$ cat config.mk
export PLATFORM = sky130hd
export DESIGN_NAME = guess_game_core
export DESIGN_NICKNAME = d
export VERILOG_FILES = /design/src/rtl/guess_game_core.sv
export SDC_FILE = /design/constraint.sdc
export NUM_CORES = 1
export LEC_CHECK = 0
export CORE_MARGIN = 1.5
export CORE_UTILIZATION = 30
export CTS_CLUSTER_DIAMETER = 40
export DETAILED_ROUTE_END_ITERATION = 7
export SLEW_MARGIN = 20
export SYNTH_ARGS = -nofsm -noshare
export SYNTH_HDL_FRONTEND = slang
export SYNTH_SLANG_ARGS = --single-unit
$ cat constraint.sdc
create_clock -name clk -period 2.75 [get_ports clk]
set_input_delay 0.4125 -clock clk [delete_from_list [all_inputs] [get_ports clk]]
set_output_delay 0.4125 -clock clk [all_outputs]
set_load 0.05 [all_outputs]
$ cat src/rtl/guess_game_core.sv
// Two-player sequence-guessing game core: edge-detected key/enter capture, secret entry, scored guesses.
// Define GUESS_HINT_EN to report positional match counts; otherwise match_cnt is tied to zero.
`timescale 1ns/1ps
module guess_game_core #(
  parameter int NUM_KEYS  = 4,
  parameter int MAX_LEN   = 7,
  parameter int MIN_LEN   = 4,
  parameter int MAX_TURNS = 3,
  localparam int SYM_W = (NUM_KEYS > 2) ? $clog2(NUM_KEYS) : 1,
  localparam int LEN_W = $clog2(MAX_LEN + 1),
  localparam int TRN_W = $clog2(MAX_TURNS + 1)
) (
  input  logic                clk,
  input  logic                reset,
  input  logic                restart,
  input  logic [NUM_KEYS-1:0] key,
  input  logic                enter,
  output logic [1:0]          phase,
  output logic [LEN_W-1:0]    secret_len,
  output logic [LEN_W-1:0]    guess_len,
  output logic [TRN_W-1:0]    turns_used,
  output logic                result_valid,
  output logic                win,
  output logic                lose,
  output logic                longer,
  output logic                shorter,
  output logic                equal_len,
  output logic [LEN_W-1:0]    match_cnt
);

  typedef enum logic [1:0] {
    PH_SECRET = 2'd0,
    PH_GUESS  = 2'd1,
    PH_DONE   = 2'd2
  } phase_e;

  phase_e                       phase_q, phase_d;
  logic [NUM_KEYS-1:0]          key_q, key_d;
  logic                         enter_q, enter_d;
  logic [LEN_W-1:0]             secret_len_q, secret_len_d;
  logic [LEN_W-1:0]             guess_len_q, guess_len_d;
  logic [LEN_W-1:0]             match_cnt_q, match_cnt_d;
  logic [TRN_W-1:0]             turns_used_q, turns_used_d;
  logic                         result_valid_q, result_valid_d;
  logic                         win_q, win_d;
  logic                         lose_q, lose_d;
  logic                         longer_q, longer_d;
  logic                         shorter_q, shorter_d;
  logic                         equal_len_q, equal_len_d;
  logic [MAX_LEN-1:0][SYM_W-1:0] secret_mem_q, secret_mem_d;
  logic [MAX_LEN-1:0][SYM_W-1:0] guess_mem_q, guess_mem_d;

  logic [NUM_KEYS-1:0] key_rise;
  logic                enter_evt;
  logic                key_evt;
  logic [SYM_W-1:0]    key_sym;
  logic                all_match;
  logic [TRN_W-1:0]    turns_next;
`ifdef GUESS_HINT_EN
  logic [LEN_W-1:0]    hit_cnt;
`endif

  // Enter wins over keys; multi-key presses are treated as noise and dropped.
  always_comb begin
    key_rise  = key & ~key_q;
    enter_evt = enter & ~enter_q;
    key_evt   = !enter_evt && (key_rise != '0) &&
                ((key_rise & (key_rise - NUM_KEYS'(1))) == '0);
    key_sym   = '0;
    for (int i = 0; i < NUM_KEYS; i++) begin
      if (key_rise[i]) key_sym = SYM_W'(i);
    end
  end

  // Only positions inside the current guess take part in scoring.
  always_comb begin
    all_match = 1'b1;
    for (int i = 0; i < MAX_LEN; i++) begin
      if ((LEN_W'(i) < guess_len_q) && (guess_mem_q[i] != secret_mem_q[i])) all_match = 1'b0;
    end
  end

`ifdef GUESS_HINT_EN
  always_comb begin
    hit_cnt = '0;
    for (int i = 0; i < MAX_LEN; i++) begin
      if ((LEN_W'(i) < guess_len_q) && (LEN_W'(i) < secret_len_q) &&
          (guess_mem_q[i] == secret_mem_q[i]))
        hit_cnt = hit_cnt + LEN_W'(1);
    end
  end
`endif

  assign turns_next = turns_used_q + TRN_W'(1);

  always_comb begin
    phase_d        = phase_q;
    key_d          = key;
    enter_d        = enter;
    secret_len_d   = secret_len_q;
    guess_len_d    = guess_len_q;
    match_cnt_d    = match_cnt_q;
    turns_used_d   = turns_used_q;
    result_valid_d = 1'b0;
    win_d          = win_q;
    lose_d         = lose_q;
    longer_d       = longer_q;
    shorter_d      = shorter_q;
    equal_len_d    = equal_len_q;
    secret_mem_d   = secret_mem_q;
    guess_mem_d    = guess_mem_q;

    if (restart) begin
      phase_d      = PH_SECRET;
      secret_len_d = '0;
      guess_len_d  = '0;
      match_cnt_d  = '0;
      turns_used_d = '0;
      win_d        = 1'b0;
      lose_d       = 1'b0;
      longer_d     = 1'b0;
      shorter_d    = 1'b0;
      equal_len_d  = 1'b0;
      secret_mem_d = '0;
      guess_mem_d  = '0;
    end else begin
      unique case (phase_q)
        PH_SECRET: begin
          if (enter_evt) begin
            if (secret_len_q >= LEN_W'(MIN_LEN)) phase_d = PH_GUESS;
          end else if (key_evt && (secret_len_q < LEN_W'(MAX_LEN))) begin
            for (int i = 0; i < MAX_LEN; i++) begin
              if (LEN_W'(i) == secret_len_q) secret_mem_d[i] = key_sym;
            end
            secret_len_d = secret_len_q + LEN_W'(1);
            // A full secret starts the guessing round without waiting for enter.
            if (secret_len_q == LEN_W'(MAX_LEN - 1)) phase_d = PH_GUESS;
          end
        end
        PH_GUESS: begin
          if (enter_evt) begin
            if (guess_len_q >= LEN_W'(MIN_LEN)) begin
              equal_len_d    = (guess_len_q == secret_len_q);
              longer_d       = (guess_len_q > secret_len_q);
              shorter_d      = (guess_len_q < secret_len_q);
              win_d          = (guess_len_q == secret_len_q) && all_match;
              turns_used_d   = turns_next;
              result_valid_d = 1'b1;
              guess_len_d    = '0;
`ifdef GUESS_HINT_EN
              match_cnt_d    = hit_cnt;
`else
              match_cnt_d    = '0;
`endif
              if ((guess_len_q == secret_len_q) && all_match) begin
                phase_d = PH_DONE;
              end else if (turns_next == TRN_W'(MAX_TURNS)) begin
                lose_d  = 1'b1;
                phase_d = PH_DONE;
              end
            end
          end else if (key_evt && (guess_len_q < LEN_W'(MAX_LEN))) begin
            for (int i = 0; i < MAX_LEN; i++) begin
              if (LEN_W'(i) == guess_len_q) guess_mem_d[i] = key_sym;
            end
            guess_len_d = guess_len_q + LEN_W'(1);
          end
        end
        default: begin
          phase_d = phase_q;
        end
      endcase
    end
  end

  always_ff @(posedge clk or posedge reset) begin
    if (reset) begin
      phase_q        <= PH_SECRET;
      key_q          <= '0;
      enter_q        <= 1'b0;
      secret_len_q   <= '0;
      guess_len_q    <= '0;
      match_cnt_q    <= '0;
      turns_used_q   <= '0;
      result_valid_q <= 1'b0;
      win_q          <= 1'b0;
      lose_q         <= 1'b0;
      longer_q       <= 1'b0;
      shorter_q      <= 1'b0;
      equal_len_q    <= 1'b0;
      secret_mem_q   <= '0;
      guess_mem_q    <= '0;
    end else begin
      phase_q        <= phase_d;
      key_q          <= key_d;
      enter_q        <= enter_d;
      secret_len_q   <= secret_len_d;
      guess_len_q    <= guess_len_d;
      match_cnt_q    <= match_cnt_d;
      turns_used_q   <= turns_used_d;
      result_valid_q <= result_valid_d;
      win_q          <= win_d;
      lose_q         <= lose_d;
      longer_q       <= longer_d;
      shorter_q      <= shorter_d;
      equal_len_q    <= equal_len_d;
      secret_mem_q   <= secret_mem_d;
      guess_mem_q    <= guess_mem_d;
    end
  end

  assign phase        = phase_q;
  assign secret_len   = secret_len_q;
  assign guess_len    = guess_len_q;
  assign turns_used   = turns_used_q;
  assign result_valid = result_valid_q;
  assign win          = win_q;
  assign lose         = lose_q;
  assign longer       = longer_q;
  assign shorter      = shorter_q;
  assign equal_len    = equal_len_q;
  assign match_cnt    = match_cnt_q;

endmodule

# == Word level (Yosys, flattened, before mapping) ==
# Cells that the tools add are included.
# totals
wordCells,225
out_inout_bits,19
register_bits,52
in_bits,8
# op_classes
muxes,84
eq_ne,32
bitwise_logic,5
n_reduce_logical,60
order_cmp,13
addsub,4
# ops
op,count
$mux W14,8
$mux W2,29
$reduce_and A4 Y1,14
$reduce_bool A2 Y1,21
$mux W3,12
$mux W1,34
$eq A3 B3 Y1 const A,6
$ne A4 B4 Y1 const B,4
$ne A2 B2 Y1,7
$eq A2 B3 Y1 const A,4
$logic_and A1 B1 Y1,12
$lt A3 B3 Y1 const A,3
$reduce_and A3 Y1,3
$and A4 B4 Y4,2
$reduce_and A7 Y1,1
$add A3 B1 Y3 const B,2
$eq A1 B3 Y1 const A,2
$ge A3 B3 Y1 const B,2
$logic_not A3 Y1,2
$lt A1 B3 Y1 const A,2
$lt A2 B3 Y1 const A,2
$lt A3 B3 Y1 const B,2
$ne A3 B3 Y1 const B,2
$reduce_bool A3 Y1,2
other kinds (19),20

# == Depth between registers and ports, before layout ==
# Gate-level depths: netlist (run 1).
# depth
depth_word,15
depth_mapped,8
mapped_depth_nobuf,8

# == Least setup slack after synthesis (run 1) ==
# OpenSTA, ideal clock, no wires.
# synth_timing
kind,reg-to-reg
startpoint,"register secret_len_q[2], in the netlist secret_len[2]"
endpoint,"register phase_q[1], in the netlist phase[1]"
n_path_buf,1
path_slack_ps,569
required_ps,2624
stages_incl_launch_ff,8
arrival_time_ps,2055
period_less_slack_ps,2181
setup_ps,126
path_cell_list,dfrtp_1 > clkbuf_1 > inv_1 > ha_1 > and3_1 > o21a_1 > and3_1 > a221o_1
# synth_via
elab_chain_len,7
elab_cells_between_ends,16
classes_between,2 x order compare; 6 x eq/ne; 5 x mux; 3 x reduce/logical
# synth_lines
element,line,rtl
from (decl),40,"logic [LEN_W-1:0] secret_len_q, secret_len_d;"
from (signal assigned),197,secret_len_q <= secret_len_d;
$eq A3 B3 Y1,155,if ((guess_len_q == secret_len_q) && all_match) begin
$logic_and A1 B1 Y1,155,
$mux W2,155,
$mux W2,142,if (guess_len_q >= LEN_W'(MIN_LEN)) begin
$mux W2,141,if (enter_evt) begin
$pmux W2 S2,127,unique case (phase_q)
$mux W2,113,if (restart) begin
to (signal assigned),194,phase_q <= phase_d;
to (decl),37,"phase_e phase_q, phase_d;"
# Parallel ways exist; a longest one is shown, timed or not. The select of a mux whose other input is x is not followed.
# A chain may end at the register's enable or synchronous reset.

# == Worst setup path after layout (run 1) ==
# layout_timing
startpoint,input port key[0]
endpoint,"register phase_q[0], in the netlist phase[0]"
# layout_via
elab_chain_len,8
elab_cells_between_ends,10
classes_between,1 x add/sub; 1 x eq/ne; 2 x bitwise; 6 x reduce/logical
# layout_lines
element,line,rtl
from (decl),16,"input logic [NUM_KEYS-1:0] key,"
$and A4 B4 Y4 *,65,key_rise = key & ~key_q;
$sub A4 B1 Y4,68,((key_rise & (key_rise - NUM_KEYS'(1))) == '0);
$and A4 B4 Y4,68,
$logic_not A4 Y1,68,
$logic_and A1 B1 Y1 *,67,key_evt = !enter_evt && (key_rise != '0) &&
$logic_and A1 B1 Y1 *,131,end else if (key_evt && (secret_len_q < LEN_W'(MAX_LEN))) begin
$ne A4 B4 Y1 (no source line) *,-,
$reduce_and A7 Y1 (no source line) *,-,
# Mark *: on every way between the ends. The rest lies on a longest branch, timed or not.

==> reports/metrics.cfg, run 1 <==
[cts]
postCtsHoldBufs = 0
cts_tree = yes
numCtsBuffers = 5
postCtsSetupRepairBufs = 0
cts_root_buffer = clkbuf_8
clock_path_buffers = 2
cts_resized = 0
cts.sinks = 49
htreeDepth = 2
path_clk_slew_ns = 0.09
clkLatencyLatePin_ns = 0.30

[power]
leakage_nw = 1.47
powerDensity_mw_per_mm2 = 469
p_total_mw = 1.49
vdd_drop_max_mv = 0.165

[layout]
diodes = 0
layout.nets = 307
area_growth_pct = 15.6
layout-drive-gt1-share_pct = 9.76
fillers = 863
postLayoutCellArea_mm2 = 0.00317
fin_cells = 395

[detailed_routing]
wirelength_um = 6030
wl_per_cell_um = 15.3
dr.pass1.iters = 7
antenna_left = 0
vias = 2033
drc = 3
drtIter0Drc = 76
viasPerCell = 5.15

[floorplanning]
die_h_um = 98.6
io_pins = 27
initial_core_util_pct = 31.1
fp.dieW_um = 98.6
core_mm2 = 0.00881
dieArea_mm2 = 0.00972
num_rows = 34

[yosys]
yosysSeqAreaShare_pct = 44.7
syn_area_per_cell_um2 = 10.5
ys.flop_type = dfrtp_1
ys_warn_count = 0
syn_area_mm2 = 0.00274
ys_seq_elements = 49
yosysUniqueCellTypes = 56
synth_edf_count = 0
postSynthCellCount = 262
synth-async-reset-ratio_pct = 100

[place]
routabilityCongestion = 0.747
hpwl_um = 4380
dp.cells = 388
placed_cell_area_mm2 = 0.00308
portBuffers = 23

[setup_path]
reg2reg_setup_slack_ns = 0.60
required_ns = 2.94
worst_r2r_endpoint = phase[0]
cp-startpoint = key[0]
critPathKind = in2reg
r2r_cells = 7
crit_end = phase[0]
critPathLaunchType = primary input
rr_startpoint = key_q[1]
critPathArrivalTime_ns = 2.54
end_kind = flop
cp_max_fo = 12

[sta]
setup_viol = 0
final.setup_skew_ns = 0.00560
max_freq_mhz = 426
fin_crit_sh_pct = 85.3
worst_slew_pin_slew_ns = 0.732
final_hold_viol_count = 0
rsz0062_at_grt = false
setup_tns_ns = 0
slew_headroom_pct = 51.0
slew_violations = 0
post-route-min-period_ns = 2.35

[hold_path]
hold_class = in2async

[grt]
antenna_found_initial = 0
grt-ovfl-total = 0
grt_pass1_wl_um = 10200
first_global_vias = 2049
grt.total_usage_pct = 13.3
grt_max_degree = 38

[run_status]
violations = design-rule violations
status = finished, violations left

[flow_run]
maxCapViolCount = 0

## where the power goes
part           leakage [nW]  switching, mW  internal, mW
clock network        0.0433          0.238         0.199
logic                 0.757          0.179         0.107
registers             0.669         0.0244         0.738
## cells in the mapped netlist, drive strengths merged, types with 4 or more instances
library cell	instances	area share, %
dfrtp	49	45
nor2	43	5.9
mux2i	25	9.1
ha	12	5.5
inv	11	1.5
a21oi	9	1.6
buf	8	2.5
clkbuf	8	1.2
xnor2	8	2.6
xor2	8	2.6
nand2	7	0.96
a311oi	6	1.9
nand3	6	1.1
o21ai	6	1.1
nand4	5	1.1
nor3	5	1.1
and3	4	0.91
nand2b	4	1.2
## worst max-delay path, stage by stage
cell and delay, ns:
clkdlybuf4s50_1 0.49, or4bb_1 0.51, o211ai_2 0.14, a211oi_2 0.06
buf_4 0.20, a211o_1 0.29, o211a_1 0.15, a221oi_1 0.28
## cells by family (layout without fill, tap and decap cells)
logic type	after synthesis	in the layout	synth area share, %
xor+xnor	16	16	5.11
fa+ha+maj	12	12	5.47
flops	49	49	44.7
buf+inv	27	50	5.25
other cells	1	3	0.137
simple gates	87	87	16.7
compound gates	45	45	13.5
mux	25	25	9.12
## state kept, by name, indices dropped and copies added, names as in the netlist
register,flops
secret_len,3
key_q,4
phase,2
turns_used,2
win,1
result_valid,1
equal_len,1
lose,1
secret_mem_q,14
guess_mem_q,14
shorter,1
enter_q,1
guess_len,3
longer,1
## per-layer routing
metal | track usage [%] | vias to the layer above | part of all wire, %
met5 | 0 | - | 0
met4 | 4.07 | 0 | 1.4
met3 | 3.48 | 7 | 3.7
met2 | 22.3 | 36 | 49
met1 | 16.8 | 1015 | 46
li1 | - | 975 | -
## cell type report
cell class | instances | area [µm²] | area share [%]
tap | 108 | 135 | 4.26
sequential | 49 | 1230 | 38.7
clock buffer | 6 | 82.6 | 2.60
timing repair buffer | 32 | 298 | 9.39
inverter | 11 | 41.3 | 1.30
multi-input combinational | 188 | 1380 | 43.5
clock inverter | 1 | 7.51 | 0.237
## cells in the final DEF (no fill, tap or decap), drive strengths merged, types with 7 or more instances in the layout
cell / count
dfrtp: 49
nor2: 43
mux2i: 25
clkdlybuf4s50: 23
ha: 12
inv: 11
a21oi: 9
buf: 9
xnor2: 8
xor2: 8
nand2: 7
## how the worst min path moves through the flow
stage               start              end  slack [ns]  cells past startpoint
finish              reset  secret_mem_q[6]        0.40                      2
detailed placement   lose             lose        0.48                      1
floorplan           enter          enter_q        0.44                      0
global route        reset  secret_mem_q[7]        0.42                      2
CTS                 reset  guess_mem_q[11]        0.41                      2
global placement     lose             lose        0.48                      1
## metrics by stage
step                setup WS, ns  util (%)  hold slack, ns
floorplan                  0.569         -           0.444
global placement           0.168      35.0           0.477
detailed placement         0.125      35.0           0.485
CTS                        0.430      36.0           0.412
global route               0.273      36.0           0.418
finish                     0.403      36.0           0.398
(Power assumes the default switching activity.)
==> run 2: changes to the inputs <==
--- a/config.mk
+++ b/config.mk
@@ -5,6 +5,9 @@
 export SDC_FILE = /design/constraint.sdc
 export NUM_CORES = 1
 export LEC_CHECK = 0
+export ABC_AREA = 1
+export ABC_CLOCK_PERIOD_IN_PS = 2750
+export CAP_MARGIN = 20
 export CORE_MARGIN = 1.5
 export CORE_UTILIZATION = 30
 export CTS_CLUSTER_DIAMETER = 40
==> run 2 against run 1 <==
  * The run now ends clean
  * Sequential cell count is the same
  * Count of clock-buffer cells in the layout is 1 lower
  * Sequential power is 16% higher
  * Power grew 48%
  * Clock power is 21% higher
  * Core utilization is 0.16 points lower
  * Wire length is 8.9% higher
  * Die area up 2.0%
  * Area after synthesis up 2.1%
==> reports/metrics.cfg, run 2 <==
[yosys]
synth.most_common_cell = nand2_1  ; was dfrtp_1
syn_area_per_cell_um2 = 7.80  ; was 10.5 µm²
synth_area_leader_cell = dfrtp_1  ; unchanged
synth_area_leaders = dfrtp_1 44%, nand2_1 12%, nand3_1 6.8%  ; was dfrtp_1 45%, mux2i_1 9.1%, nor2_1 5.9%
yosysSeqAreaShare_pct = 43.8  ; was 44.7%
synth-async-reset-ratio_pct = 100  ; unchanged
yosysUniqueCellTypes = 31  ; was 56
ys.flop_type = dfrtp_1  ; unchanged
synth_edf_count = 0  ; unchanged
postSynthCellCount = 359  ; was 262
ys_seq_elements = 49  ; unchanged
syn_area_mm2 = 0.00280  ; was 0.00274 mm²
synth_top_cell_area_share_pct = 43.8  ; was 44.7%
ys_top_cells_by_count = 90 x nand2_1, 49 x dfrtp_1, 39 x inv_1  ; was 49 x dfrtp_1, 43 x nor2_1, 25 x mux2i_1
ys_warn_count = 0  ; unchanged

[setup_path]
cp.depth = 1  ; was 8
reg2reg_setup_slack_ns = 0.71  ; was 0.60 ns
cp-startpoint = guess_len[2]  ; was key[0]
worst_r2r_endpoint = phase[0]  ; unchanged
path_cells = clkdlybuf4s50_1  ; was clkdlybuf4s50_1 > or4bb_1 > o211ai_2 > a211oi_2 > buf_4 > a211o_1 > o211a_1 > a221oi_1
end_kind = output port  ; was flop
cp_max_fo = 15  ; was 12
crit_buf_inv = 1  ; was 2
r2r_cells = 11  ; was 7
critPathLaunchType = flop  ; was primary input
crit_end = guess_len[2]  ; was phase[0]
required_ns = 2.34  ; was 2.94 ns
critical-path-top-delay-family = buffers and inverters  ; was compound AO/OA/AOI/OAI gates
rr_startpoint = guess_len[0]  ; was key_q[1]
max_stage_delay_ns = 0.90  ; was 0.51 ns
critPathArrivalTime_ns = 1.89  ; was 2.54 ns
critPathSlowestCell = clkdlybuf4s50_1  ; was or4bb_1
critPathKind = reg2out  ; was in2reg

[sta]
setup_tns_ns = 0  ; unchanged
max_freq_mhz = 435  ; was 426 MHz
setup_viol = 0  ; unchanged
fin_crit_sh_pct = 83.6  ; was 85.3%
rsz0062_at_grt = false  ; unchanged
setup_slack_ns = 0.451  ; was 0.403 ns
slew_violations = 0  ; unchanged
final_hold_viol_count = 0  ; unchanged
slew_headroom_pct = 65.4  ; was 51.0%
final.setup_skew_ns = 0.00604  ; was 0.00560 ns
post-route-min-period_ns = 2.30  ; was 2.35 ns
worst_slew_pin_slew_ns = 0.519  ; was 0.732 ns

[layout]
layout_common_cells = 90 x nand2_1, 49 x dfrtp_1, 38 x inv_1, 38 x nand3_1, 30 x o21ai_0  ; was 49 x dfrtp_1, 43 x nor2_1, 25 x mux2i_1
layout-drive-gt1-share_pct = 8.81  ; was 9.76%
postLayoutCellArea_mm2 = 0.00328  ; was 0.00317 mm²
top_regs = guess_mem_q (14), secret_mem_q (14), key_q (4)  ; unchanged
final_common_cell = nand2_1  ; was dfrtp_1
area_growth_pct = 17.2  ; was 15.6%
fin_cells = 497  ; was 395
layout.nets = 405  ; was 307
diodes = 0  ; unchanged

[power]
vdd_drop_max_mv = 0.377  ; was 0.165 mV
powerDensity_mw_per_mm2 = 668  ; was 469 mW/mm²
leakage_nw = 1.60  ; was 1.47 nW

[flow_run]
maxCapViolCount = 0  ; unchanged

[cts]
postCtsSetupRepairBufs = 0  ; unchanged
clkLatencyLatePin_ns = 0.31  ; was 0.30 ns
cts_tree = yes  ; unchanged
cts.sinks = 49  ; unchanged
postCtsHoldBufs = 0  ; unchanged
path_clk_slew_ns = 0.09  ; about the same
cts_resized = 0  ; unchanged
htreeDepth = 2  ; unchanged
clock_path_buffers = 2  ; unchanged
numCtsBuffers = 5  ; unchanged
cts_root_buffer = clkbuf_8  ; unchanged

[floorplanning]
num_rows = 35  ; was 34
initial_core_util_pct = 30.6  ; was 31.1%
core_mm2 = 0.00915  ; was 0.00881 mm²
dieArea_mm2 = 0.00992  ; was 0.00972 mm²
io_pins = 27  ; unchanged
die_h_um = 99.6  ; was 98.6 µm
fp.dieW_um = 99.6  ; was 98.6 µm

[place]
hpwl_um = 4930  ; was 4380 µm
portBuffers = 23  ; unchanged
pre_cts_ws_ns = 0.621  ; was 0.125 ns
dp.cells = 489  ; was 388
routabilityCongestion = 0.811  ; was 0.747
placed_cell_area_mm2 = 0.00317  ; was 0.00308 mm²

[detailed_routing]
dr.pass1.iters = 4  ; was 7
wirelength_um = 6570  ; was 6030 µm
wl_per_cell_um = 13.2  ; was 15.3 µm
vias = 2382  ; was 2033
drtIter0Drc = 140  ; was 76
drc = 0  ; was 3
viasPerCell = 4.79  ; was 5.15
antenna_left = 0  ; unchanged

[hold_path]
hold_class = in2async  ; unchanged

[grt]
grt_max_degree = 33  ; was 38
grt-ovfl-total = 0  ; unchanged
grt_pass1_wl_um = 11400  ; was 10200 µm
antenna_found_initial = 0  ; unchanged
first_global_vias = 2375  ; was 2049
grt.total_usage_pct = 14.3  ; was 13.3%

[run_status]
status = finished clean  ; was finished, violations left

-- run 2: kinds of logic after synthesis --
family	Yosys count	synth area share [%]
fa+ha+maj	12	5.36
flops	49	43.8
simple gates	188	31.1
buf+inv	55	8.22
xor+xnor	12	3.75
compound gates	42	7.64
other cells	1	0.134
-- run 2: layout make-up --
cell class / count / area (µm²)
repair buffers: 29 / 288
well taps: 111 / 139
multi-input cells: 257 / 1350
clock buffers: 5 / 68.8
flip-flops and latches: 49 / 1230
clock inverters: 3 / 46.3
fillers: 952 / 5870
inverters: 43 / 161
-- run 2: worst register-to-register path: stages (launching register included) --
cell      delay (ns)
dfrtp_1         0.42
clkinv_1        0.33
ha_1            0.40
nand3_1         0.11
inv_1           0.09
nand2_1         0.07
nor2_1          0.10
nand2_1         0.11
nand2_1         0.12
nand2_1         0.06
nand2_1         0.06
nand2_1         0.05
-- run 2: stage by stage --
stage | utilization (%) | power, mW | hold WS [ns]
final | 35.8 | 2.19 | 0.401
after global routing | 35.8 | 2.34 | 0.441
after CTS | 35.8 | 2.22 | 0.409
after detailed placement | 34.6 | 1.68 | 0.501
after global placement | 34.6 | 1.67 | 0.491
after floorplan | - | 1.46 | 0.444
-- run 2: where the power goes --
part | switching (mW) | total, mW | leakage (nW) | internal, mW
logic | 0.527 | 0.779 | 0.883 | 0.252
clock network | 0.255 | 0.527 | 0.0543 | 0.272
registers | 0.0938 | 0.886 | 0.658 | 0.792
-- run 2: worst min path at each step --
stage,start,endpoint,depth (start not counted)
2_1_floorplan,enter,enter_q,0
3_3_place_gp,secret_mem_q[8],secret_mem_q[8],2
3_5_place_dp,secret_mem_q[10],secret_mem_q[10],2
4_1_cts,reset,secret_len[2],2
5_1_grt,reset,secret_len[1],2
6_report,reset,secret_len[2],2
-- run 2: layer usage --
metal  GRT usage, %  vias to the layer above  share of wire (%)
li1               -                     1205                  -
met3           2.46                        9                3.6
met5              0                        -                  0
met2           24.6                       38                 49
met4           3.25                        0                1.2
met1           18.9                     1130                 46
